## src/rtl/pipeline_pkg.sv

```systemverilog
// Shared types for the integer pipeline hazard/forwarding logic: register
// address width, forwarding-select encoding and the shadow-pipe entry layout.
package pipeline_pkg;

    // Register address width; register 0 is hardwired zero.
    localparam int ADDR_W = 5;
    // Width of the execute-stage operand mux select.
    localparam int FWD_W  = 2;

    // Where an execute-stage operand is taken from.
    typedef enum logic [FWD_W-1:0] {
        FWD_REGFILE   = 2'd0,  // register-file read
        FWD_EX_MEM    = 2'd1,  // execute/memory pipeline register
        FWD_MEM_WB    = 2'd2,  // memory/writeback pipeline register
        FWD_WB_BYPASS = 2'd3   // writeback bus value captured during decode
    } fwd_sel_t;

    // Destination bookkeeping for one in-flight instruction.
    typedef struct packed {
        logic [ADDR_W-1:0] dest;
        logic              writes;
        logic              is_load;
    } shadow_entry_t;

    // True when the entry produces a real register that src is reading.
    function automatic logic entry_hit(input shadow_entry_t entry,
                                       input logic [ADDR_W-1:0] src);
        return entry.writes && (entry.dest != '0) && (entry.dest == src);
    endfunction

endpackage

```

## src/rtl/hazard_match.sv

```systemverilog
// Compares one decode-stage source address against the EX, MEM and WB shadow
// entries and returns the forwarding select (youngest producer wins) plus a
// flag when the youngest producer is a load still in execute.
module hazard_match
    import pipeline_pkg::*;
(
    input  logic [ADDR_W-1:0] src,
    input  logic              uses,
    input  shadow_entry_t     ex_entry,
    input  shadow_entry_t     mem_entry,
    input  shadow_entry_t     wb_entry,
    output fwd_sel_t          sel,
    output logic              load_hit
);

    // Only the execute entry can still be waiting on memory; the older
    // entries' load flags are irrelevant here.
    logic unused_load_bits;
    assign unused_load_bits = mem_entry.is_load ^ wb_entry.is_load;

    // Priority select: the youngest matching producer supplies the operand.
    always_comb begin
        // NOTE: defaults first so every path assigns both outputs (no latch).
        sel      = FWD_REGFILE;
        load_hit = 1'b0;
        if (uses && (src != '0)) begin
            if (entry_hit(ex_entry, src)) begin
                sel      = FWD_EX_MEM;
                load_hit = ex_entry.is_load;
            end else if (entry_hit(mem_entry, src)) begin
                sel = FWD_MEM_WB;
            end else if (entry_hit(wb_entry, src)) begin
                sel = FWD_WB_BYPASS;
            end
        end
    end

endmodule

```

## src/rtl/pipeline_hazard_controller.sv

```systemverilog
// Hazard and forwarding controller for the 5-stage integer pipeline.
// Shadows the destination of every in-flight instruction (EX, MEM, WB),
// registers per-operand forwarding selects into execute, raises a one-cycle
// load-use stall and squashes decode on flush.
// Optional build macro PERF_COUNTERS_EN adds saturating stall/flush counters.
module pipeline_hazard_controller
    import pipeline_pkg::*;
(
    input  logic              clock,
    input  logic              reset,
    input  logic [ADDR_W-1:0] dec_rs,
    input  logic [ADDR_W-1:0] dec_rt,
    input  logic              dec_uses_rs,
    input  logic              dec_uses_rt,
    input  logic [ADDR_W-1:0] dec_dest,
    input  logic              dec_writes,
    input  logic              dec_is_load,
    input  logic              flush,
    output logic              stall,
    output logic [FWD_W-1:0]  ex_fwd_sel_1,
    output logic [FWD_W-1:0]  ex_fwd_sel_2,
    output logic              ex_valid
`ifdef PERF_COUNTERS_EN
    ,
    output logic [31:0]       stall_count,
    output logic [31:0]       flush_count
`endif
);

    shadow_entry_t ex_q;
    shadow_entry_t mem_q;
    shadow_entry_t wb_q;

    fwd_sel_t sel_1;
    fwd_sel_t sel_2;
    logic     load_hit_1;
    logic     load_hit_2;
    logic     bubble;

    hazard_match u_match_1 (
        .src       (dec_rs),
        .uses      (dec_uses_rs),
        .ex_entry  (ex_q),
        .mem_entry (mem_q),
        .wb_entry  (wb_q),
        .sel       (sel_1),
        .load_hit  (load_hit_1)
    );

    hazard_match u_match_2 (
        .src       (dec_rt),
        .uses      (dec_uses_rt),
        .ex_entry  (ex_q),
        .mem_entry (mem_q),
        .wb_entry  (wb_q),
        .sel       (sel_2),
        .load_hit  (load_hit_2)
    );

    // A squashed instruction can never stall; reset also forces it low.
    assign stall  = (load_hit_1 | load_hit_2) & ~flush & ~reset;
    assign bubble = stall | flush;

    // Advance the shadow pipe and register the execute-stage controls.
    always_ff @(posedge clock) begin
        if (reset) begin
            // NOTE: the shadow entries are cleared on reset, not just the
            // outputs, so nothing in flight can be forwarded afterwards.
            ex_q         <= '0;
            mem_q        <= '0;
            wb_q         <= '0;
            ex_fwd_sel_1 <= FWD_REGFILE;
            ex_fwd_sel_2 <= FWD_REGFILE;
            ex_valid     <= 1'b0;
        end else begin
            // NOTE: non-blocking so every stage samples the pre-edge values.
            mem_q <= ex_q;
            wb_q  <= mem_q;
            if (bubble) begin
                ex_q         <= '0;
                ex_fwd_sel_1 <= FWD_REGFILE;
                ex_fwd_sel_2 <= FWD_REGFILE;
                ex_valid     <= 1'b0;
            end else begin
                ex_q         <= '{dest: dec_dest, writes: dec_writes, is_load: dec_is_load};
                ex_fwd_sel_1 <= sel_1;
                ex_fwd_sel_2 <= sel_2;
                ex_valid     <= 1'b1;
            end
        end
    end

`ifdef PERF_COUNTERS_EN
    // Saturating event counters for stall and flush cycles.
    always_ff @(posedge clock) begin
        if (reset) begin
            stall_count <= '0;
            flush_count <= '0;
        end else begin
            if (stall && (stall_count != 32'hFFFF_FFFF)) begin
                stall_count <= stall_count + 32'd1;
            end
            if (flush && (flush_count != 32'hFFFF_FFFF)) begin
                flush_count <= flush_count + 32'd1;
            end
        end
    end
`endif

endmodule

```

## config.mk

```make
export PLATFORM = sky130hd
export DESIGN_NAME = pipeline_hazard_controller
export DESIGN_NICKNAME = d
export VERILOG_FILES = /design/src/rtl/pipeline_pkg.sv /design/src/rtl/hazard_match.sv /design/src/rtl/pipeline_hazard_controller.sv
export SDC_FILE = /design/constraint.sdc
export NUM_CORES = 1
export LEC_CHECK = 0
export ABC_AREA = 1
export CAP_MARGIN = 10
export CORE_ASPECT_RATIO = 1.5
export CORE_MARGIN = 3
export CORE_UTILIZATION = 44
export CTS_CLUSTER_SIZE = 10
export DETAILED_ROUTE_END_ITERATION = 7
export GPL_TIMING_DRIVEN = 0
export PLACE_DENSITY = 0.78
export SLEW_MARGIN = 15
export SYNTH_ARGS = -nofsm -noshare
export SYNTH_HDL_FRONTEND = slang
export SYNTH_SLANG_ARGS = --single-unit
```

## constraint.sdc

```tcl
create_clock -name clock -period 1.5 [get_ports clock]
set_input_delay 0.45 -clock clock [delete_from_list [all_inputs] [get_ports clock]]
set_output_delay 0.45 -clock clock [all_outputs]
set_load 0.01 [all_outputs]
```

Word level (Yosys, flattened, before mapping)
Index checks and enable logic that the tools add are counted.
{"block": "word_totals", "ramBits": 0, "mem_count": 0, "latch_bits": 0, "reg_bits": 24, "wordCells": 58, "rom_bits": 0}
{"block": "classes", "n_addsub": 0, "magnitude_cmp": 0, "div": 0, "reduce_logical": 21, "n_eq_ne": 6, "n_shift": 0, "n_bitwise": 8, "mux": 11, "n_mul": 0}
{"cell": "5-bit == test", "n": 6}
{"cell": "5-bit nonzero test", "n": 5}
{"cell": "1-bit logical AND", "n": 11}
{"cell": "2-bit two-way mux", "n": 4}
{"cell": "4-bit OR reduction", "n": 2}
{"cell": "1-bit two-way mux", "n": 7}
{"cell": "3-bit OR reduction", "n": 2}
{"cell": "1-bit inverter", "n": 4}
{"cell": "1-bit bitwise AND", "n": 2}
{"cell": "1-bit OR", "n": 2}
{"cell": "2-bit OR reduction", "n": 1}

Depth between registers and ports, before layout
{"block": "logic_depth", "ltp_word": 10, "mapped_depth": 11, "ltp_nobuf": 11}

Cells and area by module
From an unflattened synthesis, not the netlist that was laid out.
{"block": "hier_totals", "hier_cells": 242, "area_unflattened_um2": 1497.7}
{"module": "pipeline_hazard_controller", "area_each_um2": 774.5, "cells_each": 84, "seq_area_each_um2": 520.5, "instances": 1}
{"module": "hazard_match", "area_each_um2": 361.6, "cells_each": 79, "seq_area_each_um2": 0.0, "instances": 2}

Least setup slack after synthesis
No wires, ideal clock.
{"block": "synth_timing", "path_kind": "in2out", "startpoint": "input dec_rs[1]", "endpoint": "output stall", "n_path_buf": 0, "arrival_ps": 1118, "slack_ps": -68, "cell_stages": 9, "path_cell_list": "inv_1 nand2_1 nand2_1 nand3_1 nor2_1 nand3_1 nand2_1 nand2_2 inv_1"}
{"block": "synth_via", "elab_chain_len": 7, "elab_cells_between_ends": 9}
{"element": "start, declared", "line": "pipeline_hazard_controller.sv:11", "text": "input logic [ADDR_W-1:0] dec_rs,"}
{"element": "5-bit == test", "line": "pipeline_pkg.sv:28", "text": "return entry.writes && (entry.dest != '0) && (entry.dest == src);"}
{"element": "1-bit logical AND", "line": "pipeline_pkg.sv:28"}
{"element": "1-bit two-way mux", "line": "hazard_match.sv:27", "text": "if (entry_hit(ex_entry, src)) begin"}
{"element": "1-bit two-way mux (*)", "line": "hazard_match.sv:26", "text": "if (uses && (src != '0)) begin"}
{"element": "1-bit OR (*)", "line": "pipeline_hazard_controller.sv:61", "text": "assign stall = (load_hit_1 | load_hit_2) & ~flush & ~reset;"}
{"element": "1-bit bitwise AND (*) (2 in series)", "line": "pipeline_hazard_controller.sv:61"}
{"element": "end, declared", "line": "pipeline_hazard_controller.sv:19", "text": "output logic stall,"}
Every way passes the cells marked *; elsewhere a longest branch is shown, timed or not.

Final worst setup path
{"block": "layout_timing", "startpoint": "register ex_q[3] (netlist bit)", "endpoint": "output stall"}
{"block": "layout_via", "elab_chain_len": 8, "elab_cells_between_ends": 13}
{"element": "start, declared", "line": "pipeline_hazard_controller.sv:30", "text": "shadow_entry_t ex_q;"}
{"element": "start signal, assigned", "line": "pipeline_hazard_controller.sv:85", "text": "ex_q <= '{dest: dec_dest, writes: dec_writes, is_load: dec_is_load};"}
{"element": "5-bit nonzero test", "line": "pipeline_pkg.sv:28"}
{"element": "1-bit logical AND (2 in series)", "line": "pipeline_pkg.sv:28"}
{"element": "1-bit two-way mux", "line": "hazard_match.sv:27"}
{"element": "1-bit two-way mux", "line": "hazard_match.sv:26"}
{"element": "1-bit OR (*)", "line": "pipeline_hazard_controller.sv:61"}
{"element": "1-bit bitwise AND (*) (2 in series)", "line": "pipeline_hazard_controller.sv:61"}
Marks and branches as above.

==> results.py <==
metrics = {
    "power": {
        "p_int_mw": 0.9123,
        "p_total_mw": 1.229,
        "seqPwrFrac": 0.544,
        "clockPowerShare": 0.276,
        "p_leak_nw": 0.8774,
        "peakVddDrop_v": 0.0005481,
        "power_density_mw_per_mm2": 722.5,
        "p_switching_mw": 0.3172,
        "swShare": 0.2580,
        "power_frac_comb": 0.181,
    },
    "sta": {
        "fin_crit_ns": 1.948,
        "setup_violations": 2,
        "period_share": 1.299,
        "holdWs_ns": 0.4258,
        "fin_ws_ns": -0.4483,
        "tightest_slew_ns": 0.4725,
        "max_slew_margin": 0.6838,
        "finalClockSkew_ns": 0.009852,
        "rsz0062_at_grt": "yes",
        "hold_viol": 0,
        "drv_slew": 0,
        "clock.fmax_mhz": 513.3,
        "fin_tns_setup_ns": -0.4767,
    },
    "worst_setup_path": {
        "slowest_delay_ns": 0.37,
        "cp-end-kind": "output pin",
        "r2r_cells": 9,
        "worst_ep_required_time_ns": 1.05,
        "crit_fanout": 4,
        "path_buf_inv": 3,
        "critPathKind": "flop to output pin",
        "cpLargestDelayFamily": "simple AND/OR/NAND/NOR gates",
        "crit_chain": "inv_2 -> nand2_1 -> nand2_1 -> nand3_2 -> nor2_2 -> nand3_1 -> nand2_1 -> nand2_2 -> inv_2 -> buf_6",
        "cp.depth": 10,
        "cp.arrival_ns": 1.50,
        "crit_top_cell": "nand2_1",
        "startpoint_type": "flop",
        "cp_slowest_cell": "dfxtp_2",
    },
    "floorplanning": {
        "dieHeight_um": 70.89,
        "core_mm2": 0.002560,
        "die_w_um": 49.26,
        "io_pins": 28,
        "dieArea_mm2": 0.003491,
        "start_util": 0.4824,
        "rows": 22,
    },
    "logic_synthesis": {
        "ys.warnings.count": 0,
        "synth_top_area_frac": 0.3891,
        "synthSimpleGateAreaFrac": 0.3212,
        "netlist_area_mm2": 0.001235,
        "synth-adder-area-share": 0,
        "avgSynthCellArea_um2": 6.675,
        "ys_ff_latch": 24,
        "synth_area_leader_cell": "dfxtp_1",
        "syn_inst": 185,
        "ys_types": 17,
        "synth_fp_nets": 207,
        "synth_seq_area_share": 0.3891,
        "synth_xor_area_frac": 0.1348,
        "synthTopCellsByArea": "dfxtp_1, nor2_1, inv_1",
        "synth_top_family_by_area": "simple AND/OR/NAND/NOR gates",
        "synthMuxAreaShare": 0,
        "synth_compound_area_frac": 0.04255,
    },
    "route": {
        "drcViolationCount": 0,
        "firstDrtPassIters": 4,
        "wl_um": 2981,
        "wl_met2_um": 1632,
        "dr_wl_met3_um": 144,
        "wl_met1_um": 1129,
        "drt_iter0_markers": 50,
        "viasPerCell": 4.711,
        "highest-signal-layer": "met4",
        "vias": 1239,
        "ant_nets": 0,
        "wl_per_cell_um": 11.33,
    },
    "place": {
        "port-buffer-count": 27,
        "dp_cells": 248,
        "gp_congestion": 0.8620,
        "dp_hpwl_um": 2101,
    },
    "layout": {
        "diodes": 0,
        "drive_above_1_share": 0.2335,
        "area_growth_syn_to_layout_pct": 37.79,
        "finalNonFillerCells": 263,
        "nNetsFinal": 250,
    },
    "cts": {
        "worstSkewPairLatency_ns": 0.32,
        "clock_sinks": 24,
        "cts-htree-levels": 1,
        "tritoncts": "built",
        "root_buffer": "clkbuf_4",
        "clkTransAtPathRegs_ns": 0.13,
        "cts_buffers": 3,
        "clockBufferDepth": 2,
    },
    "hold_path": {
        "holdPathStages": 2,
        "min-delay-path-class": "flop to flop",
    },
    "global_routing": {
        "grt_usage": 0.1764,
        "grt-ovfl-total": 0,
        "antenna_found_initial": 0,
        "grt_pass1_wl_um": 4795,
        "grt_pass1_vias": 1141,
        "grt_max_degree": 14,
    },
    "flow_run": {
        "drv_cap": 0,
    },
    "status": {
        "status": "finished with violations",
        "violations": "setup timing",
    },
}
synthesized netlist by cell type:
master	number
a21boi_0	1
a21oi_1	3
clkbuf_1	1
dfxtp_1	24
inv_1	36
nand2_1	35
nand2_2	1
nand2_4	1
nand3_1	10
nand4_1	4
nor2_1	41
nor2_2	1
nor3_1	1
nor3b_1	1
o21ai_0	6
xnor2_1	9
xor2_1	10
through the flow:
step	setup slack, ns	instance area (um2)	utilization
final	-0.4483	1702	0.6647
after global routing	-0.5842	1702	0.6647
after CTS	-0.3997	1644	0.6422
after detailed placement	-1.229	1553	0.6065
after global placement	-1.233	1553	0.6065
after floorplan	-0.03873	1237	-
state kept, by name, indices dropped and copies added (netlist names):
register / cells
mem_q: 6
ex_fwd_sel_1: 2
ex_valid: 1
ex_fwd_sel_2: 2
ex_q: 7
wb_q: 6
final cells by class:
class                   count  area (um2)
well taps                  36       45.04
clock buffers               4       36.28
inverters                  36       140.1
repair buffers             38       316.6
flip-flops and latches     24       489.2
plain buffers               1       3.754
fillers                   212       858.3
multi-input cells         124       670.6
kinds of logic after synthesis:
family | after synthesis
AO/OA/AOI/OAI | 10
XOR/XNOR | 19
AND/OR/NAND/NOR | 95
flip-flops | 24
buffers and inverters | 37
per-layer routing:
metal / global-route usage / vias up
met5: 0 / -
met4: 0.09494 / 0
met3: 0.02737 / 10
met2: 0.3194 / 42
met1: 0.1927 / 551
li1: - / 636
cell usage in the layout, fill, tap and decap left out, types with 3 or more instances in the layout:
master           netlist  routed
nand2_2                1       4
clkbuf_4               0       3
inv_2                  0       5
dlygate4sd2_1          0       5
xor2_1                10      10
dfxtp_2                0       4
nand2_1               35      32
nor2_1                41      38
clkdlybuf4s15_2        0       3
buf_4                  0      11
clkdlybuf4s50_1        0      11
dfxtp_1               24      19
inv_1                 36      29
o21ai_0                6       5
clkbuf_2               0       3
nand4_1                4       4
a21oi_1                3       3
nor2_2                 1       4
nand3_1               10       8
buf_2                  0       4
xnor2_1                9       8
power groups by stage:
stage	Combinational [mW]	Clock, mW	Sequential, mW
floorplan	0.0989	0	0.678
global placement	0.192	0	0.680
detailed placement	0.194	0	0.680
CTS	0.200	0.344	0.668
global route	0.247	0.375	0.671
finish	0.222	0.339	0.668
worst reg2reg max path: stages, from the launching register on:
cell      delay [ns]
dfxtp_2         0.38
xor2_1          0.20
nor3_2          0.08
buf_4           0.13
buf_4           0.12
buf_4           0.12
buf_4           0.12
nand2_1         0.08
a21boi_1        0.16
nor2_1          0.06
final timing paths:
kind | from | endpoint | slack (ns)
min reg2reg | mem_q[1]$_SDFF_PP0_ | wb_q[1]$_SDFF_PP0_ | 0.43
max | ex_q[3]$_SDFF_PP0_ | stall | -0.45
min | mem_q[1]$_SDFF_PP0_ | wb_q[1]$_SDFF_PP0_ | 0.43
max reg2reg | ex_q[6]$_SDFF_PP0_ | ex_fwd_sel_1[0]$_SDFF_PP0_ | -0.03
what timing repair did:
action / CTS / global route
pin swaps: 6 / 10
cloned: 0 / 0
setup buffers: 8 / 4
hold buffers: 0 / 0
setup endpoints to repair: 18 / 13
gates resized for setup: 50 / 20
Power figures use the tool's default switching activity.
